File: config.mk
export PLATFORM = sky130hd
export DESIGN_NAME = rr_arbiter_8
export DESIGN_NICKNAME = d
export VERILOG_FILES = /design/src/rtl/rr_arbiter_8.sv
export SDC_FILE = /design/constraint.sdc
export NUM_CORES = 1
export LEC_CHECK = 0
export BUFFER_PORTS_ARGS = -buffer_cell sky130_fd_sc_hd__buf_4
export CAP_MARGIN = 25
export CORE_MARGIN = 3
export CORE_UTILIZATION = 46
export CTS_CLUSTER_SIZE = 25
export DETAILED_ROUTE_END_ITERATION = 8
export GPL_ROUTABILITY_DRIVEN = 0
export PLACE_DENSITY = 0.73
export RECOVER_POWER = 100
export SYNTH_ARGS = -nofsm -noshare
export SYNTH_HDL_FRONTEND = slang
export SYNTH_SLANG_ARGS = --single-unit
export TNS_END_PERCENT = 1
File: constraint.sdc
create_clock -name clk -period 7.2 [get_ports clk]
set_input_delay 1.08 -clock clk [delete_from_list [all_inputs] [get_ports clk]]
set_output_delay 1.08 -clock clk [all_outputs]
set_load 0.005 [all_outputs]
File: src/rtl/rr_arbiter_8.sv
// rr_arbiter_8: eight-requester round-robin arbiter.
// One owner at a time holds the grant until it signals done, drops its
// request, or uses up MAX_HOLD consecutive cycles. One idle cycle always
// separates two grants, and the next search starts just above the last owner.
module rr_arbiter_8 #(
    parameter int unsigned MAX_HOLD = 15
) (
    input  logic       clk,
    input  logic       reset_n,
    input  logic [7:0] req,
    input  logic       done,
    output logic [7:0] grant,
    output logic [2:0] grant_idx,
    output logic       grant_valid,
    output logic       timeout
);

    typedef enum logic {
        IDLE  = 1'b0,
        GRANT = 1'b1
    } state_t;

    // Hold-counter value seen in the last permitted cycle of one grant.
    localparam logic [7:0] HOLD_LAST = 8'(MAX_HOLD - 1);

    state_t     state_q, state_d;
    logic [7:0] grant_q, grant_d;
    logic [2:0] grant_idx_q, grant_idx_d;
    logic       grant_valid_q, grant_valid_d;
    logic       timeout_q, timeout_d;
    logic [7:0] hold_q, hold_d;
    logic [2:0] last_idx_q, last_idx_d;

    logic [2:0] winner_idx;
    logic       owner_req;
    logic       hold_expired;
    logic       release_now;

    // Round-robin pick: first set request bit scanning up from last_idx+1.
    always_comb begin
        winner_idx = last_idx_q + 3'd1;
        // Walk from the lowest priority (offset 8 = last owner) to the
        // highest (offset 1); the final match is the winner.
        for (int i = 8; i >= 1; i--) begin
            if (req[3'(last_idx_q + 3'(i))]) begin
                winner_idx = 3'(last_idx_q + 3'(i));
            end
        end
    end

    // Release conditions evaluated for the current owner.
    always_comb begin
        owner_req    = req[grant_idx_q];
        hold_expired = (hold_q == HOLD_LAST);
        release_now  = done || !owner_req || hold_expired;
    end

    // Next-state and registered-output logic of the IDLE/GRANT machine.
    always_comb begin
        // NOTE: every signal assigned here gets a default first, so no path
        // leaves one unassigned and no latch is inferred.
        state_d       = state_q;
        grant_d       = grant_q;
        grant_idx_d   = grant_idx_q;
        grant_valid_d = grant_valid_q;
        timeout_d     = 1'b0;
        hold_d        = hold_q;
        last_idx_d    = last_idx_q;

        case (state_q)
            IDLE: begin
                grant_d       = 8'h00;
                grant_valid_d = 1'b0;
                if (|req) begin
                    state_d       = GRANT;
                    grant_idx_d   = winner_idx;
                    grant_d       = 8'h01 << winner_idx;
                    grant_valid_d = 1'b1;
                    last_idx_d    = winner_idx;
                    hold_d        = 8'h00;
                end
            end
            GRANT: begin
                if (release_now) begin
                    state_d       = IDLE;
                    grant_d       = 8'h00;
                    grant_valid_d = 1'b0;
                    // Only a pure hold-limit revocation counts as a timeout.
                    timeout_d     = hold_expired && !done && owner_req;
                end else if (hold_q != 8'hFF) begin
                    hold_d = hold_q + 8'h01;
                end
            end
            default: begin
                state_d       = IDLE;
                grant_d       = 8'h00;
                grant_valid_d = 1'b0;
            end
        endcase
    end

    // State and output registers; reset leaves requester 0 first in line.
    always_ff @(posedge clk or negedge reset_n) begin
        if (!reset_n) begin
            state_q       <= IDLE;
            grant_q       <= 8'h00;
            grant_idx_q   <= 3'd0;
            grant_valid_q <= 1'b0;
            timeout_q     <= 1'b0;
            hold_q        <= 8'h00;
            last_idx_q    <= 3'd7;
        end else begin
            // NOTE: non-blocking assignments so every register samples the
            // values from before this edge, independent of statement order.
            state_q       <= state_d;
            grant_q       <= grant_d;
            grant_idx_q   <= grant_idx_d;
            grant_valid_q <= grant_valid_d;
            timeout_q     <= timeout_d;
            hold_q        <= hold_d;
            last_idx_q    <= last_idx_d;
        end
    end

    assign grant       = grant_q;
    assign grant_idx   = grant_idx_q;
    assign grant_valid = grant_valid_q;
    assign timeout     = timeout_q;

endmodule

==> results.txt <==
post-cts hold buffer count = 0
CTS max path bufs = 2
Final setup viols = 0
CTS tree = built
register area share after synthesis = 0.2959
syn nets = 230
cts bufs inserted = 3
drt drc = 0
max_cap viols = 0
hold path endpoint = grant_valid
Ys Warns = 0
Worst-Margin Slew = 1.308 ns
I/O pin cnt = 24
register share of total power = 0.213
grt ovf = 0
Final #Nets = 250
Clk Latency, worst-skew pair = 0.26 ns
CTS root buffer = clkbuf_8
required time of the critical path = 7.37 ns
Slowest-stage cell, CP = dfstp_1
asr flop ratio synth = 1.000
DR vias/cell = 6.346
delay-heaviest family, CP = compound AO/OA/AOI/OAI gates
Psw = 0.6309 mW
post-synth top area share = 0.2588
ys flop type = dfrtp_1
leak pwr = 0.9745 nW
Mapped Avg Cell Area = 9.893 sq um
WS Path Type = reg -> reg
Slew Limit Fails = 0
Pwr Total = 1.279 mW
Slew HR = 0.1278
placed instance count = 282
CP cell instances = inv_1, ha_1, mux4_2, and2_0, a2111oi_0, nand3_1, a21oi_1, o21ai_0, o31ai_1
final setup TNS = 0 ns
Comb power frac = 0.724
initial antenna violation count = 0
Clock Skews = 0.002916 ns
Tmin final = 4.740 ns
status = completed
Layout area overhead = 10.35%
synthesized instance count = 215
maximum vdd ir drop = 0.3171 mV
Core ar. = 4414 sq um
post-CTS setup buffers = 0
ANT cells = 0
CP Capture Type = flip-flop
power per cell area = 545.1 nW/um^2
I/O Buffers = 23
starting density of the core = 0.4819
met3 Usage GRT = 0.03514
hold depth = 2
vias post-DR = 1,815
Final period util = 0.6584
RSZ-0062 raised after global routing = no
FF+latch count, synth = 25
Clk pwr share = 0.063
post-cts gate resize count = 0
Worst setup SP type = flip-flop
Tot GR Track Use = 0.1984
Yosys cell types = 52
min-delay src = grant_valid
vias in the first global route = 1,826
WL final = 4961 microns
die height = 74 microns
CTS sink cnt = 25
Hold WC Path Type = reg -> reg
grt met2 use = 0.3150
FMAX = 0.2110 GHz
H-Tree Depth = 1
CTS clk-pin slew, worst paths = 0.08 ns
dpl hpwl = 3712 microns
Finished Layout Cells = 286
drt pass-1 iters = 4
Worst Path Arrival = 4.91 ns
post-route ant nets = 0
number of synthesized flops with an enable pin = 0
Sw Ratio = 0.4931
DR WL/cell = 17.35 microns
GRT busiest layer = met2
die area = 5476 sq um
Hold Fails Final Rpt = 0
num rows = 24
DR iter-0 viols = 133
largest net degree at the start of global routing = 26
Reg2Reg Depth = 9
met1 usage = 0.2809
first-pass GRT wire length = 8638 microns
commonest cells after routing, fill and taps aside = 22 x nand2_1, 22 x dfrtp_1, 20 x nor2_1, 14 x mux4_2, 12 x clkbuf_4
top post-synthesis cells by area = dfrtp_1 26%, mux4_2 15%, mux2_2 5.3%
crit-path max FO = 21
ratio of cells with drive above 1 in the final layout = 0.2222
RR Startpoint = last_idx_q[0]
CP Buf/Inv Count = 1
Synth area leader = dfrtp_1
Synth Cell Area = 2127 sq um
cell internal pwr = 0.6485 mW
r2r endpoint = grant[2]
r2r setup slk = 2.46 ns
Crit path largest cell delay = 1.10 ns
die width = 74 microns
[power groups by stage]
stage	Combinational (mW)	Clock [mW]	Sequential, mW
finish	0.926	0.0808	0.272
global route	1.03	0.0909	0.282
CTS	0.938	0.0839	0.274
detailed placement	0.933	0	0.276
global placement	0.921	0	0.273
floorplan	0.791	0	0.222
[cells in the mapped netlist (3+ instances only)]
library cell and count:
xnor2_1 5, mux2_1 3, a21oi_1 6, o21ai_1 5, o21ai_0 5, nor2_1 20, a2111oi_0 4, clkbuf_1 4
mux4_2 14, dfstp_2 3, o31ai_1 5, nand2_1 22, nor2b_1 3, buf_2 3, xor2_1 6, inv_1 7
nand2b_1 5, nand3b_1 4, ha_1 4, mux2_2 10, mux2i_1 7, nand3_1 8, dfrtp_1 22, nand4_1 4
[registers in the layout, summed over array words and instances, names as in the netlist]
| register | count |
|---|---|
| timeout | 1 |
| grant_valid | 1 |
| last_idx_q | 3 |
| hold_q | 8 |
| grant_idx | 3 |
| grant | 8 |
| state_q | 1 |
[worst register-to-register path: cells and delay by family (launching register included)]
kind | cells | cell delay (ns)
AND/OR/NAND/NOR | 2 | 0.31
flip-flops | 1 | 1.10
buffers and inverters | 1 | 0.35
adder cells (fa/ha/maj) | 1 | 0.84
multiplexers | 1 | 0.58
AO/OA/AOI/OAI | 4 | 1.46
[stage by stage]
| step | instance area (sq um) | worst slack, ns | util | hold WS (ns) |
|---|---|---|---|---|
| final | 2347 | 2.460 | 0.5317 | 0.4862 |
| after global routing | 2347 | 1.927 | 0.5317 | 0.5125 |
| after CTS | 2370 | 2.971 | 0.5368 | 0.4948 |
| after detailed placement | 2323 | 2.993 | 0.5264 | 0.4738 |
| after global placement | 2323 | 3.253 | 0.5264 | 0.4707 |
| after floorplan | 2127 | 3.744 | - | 0.4711 |
[routing by layer]
| metal | up-vias | share of wire |
|---|---|---|
| met5 | - | 0 |
| met4 | 0 | 0.011 |
| met3 | 6 | 0.051 |
| met2 | 59 | 0.49 |
| met1 | 896 | 0.45 |
| li1 | 854 | - |
[layout make-up]
cell class                      instances  area, sq um
Tap cell                               52        65.06
Inverter                                9        33.78
Multi-Input combinational cell        172         1404
Clock buffer                            3        41.29
Sequential cell                        25        629.4
Timing Repair Buffer                   24        168.9
Clock inverter                          1        5.005
Fill cell                             405         2067
[worst max path at each step]
stage	slack [ns]	cells after the start	startpoint	to
5_1_grt	1.93	9	last_idx_q[0]	grant[3]
3_3_place_gp	3.25	9	last_idx_q[0]	grant[1]
4_1_cts	2.97	9	last_idx_q[0]	grant[2]
3_5_place_dp	2.99	9	last_idx_q[0]	grant[2]
2_1_floorplan	3.74	12	last_idx_q[1]	grant[5]
6_report	2.46	9	last_idx_q[0]	grant[2]
[kinds of logic after synthesis]
| group | count (synthesis) | share of synthesized area |
|---|---|---|
| simple gates | 75 | 0.1724 |
| compound gates | 46 | 0.1594 |
| mux | 35 | 0.2571 |
| flops | 25 | 0.2959 |
| buf+inv | 18 | 0.03882 |
| xor+xnor | 12 | 0.05294 |
| fa+ha+maj | 4 | 0.02353 |
Note: power is estimated with default switching activity, not from simulation.
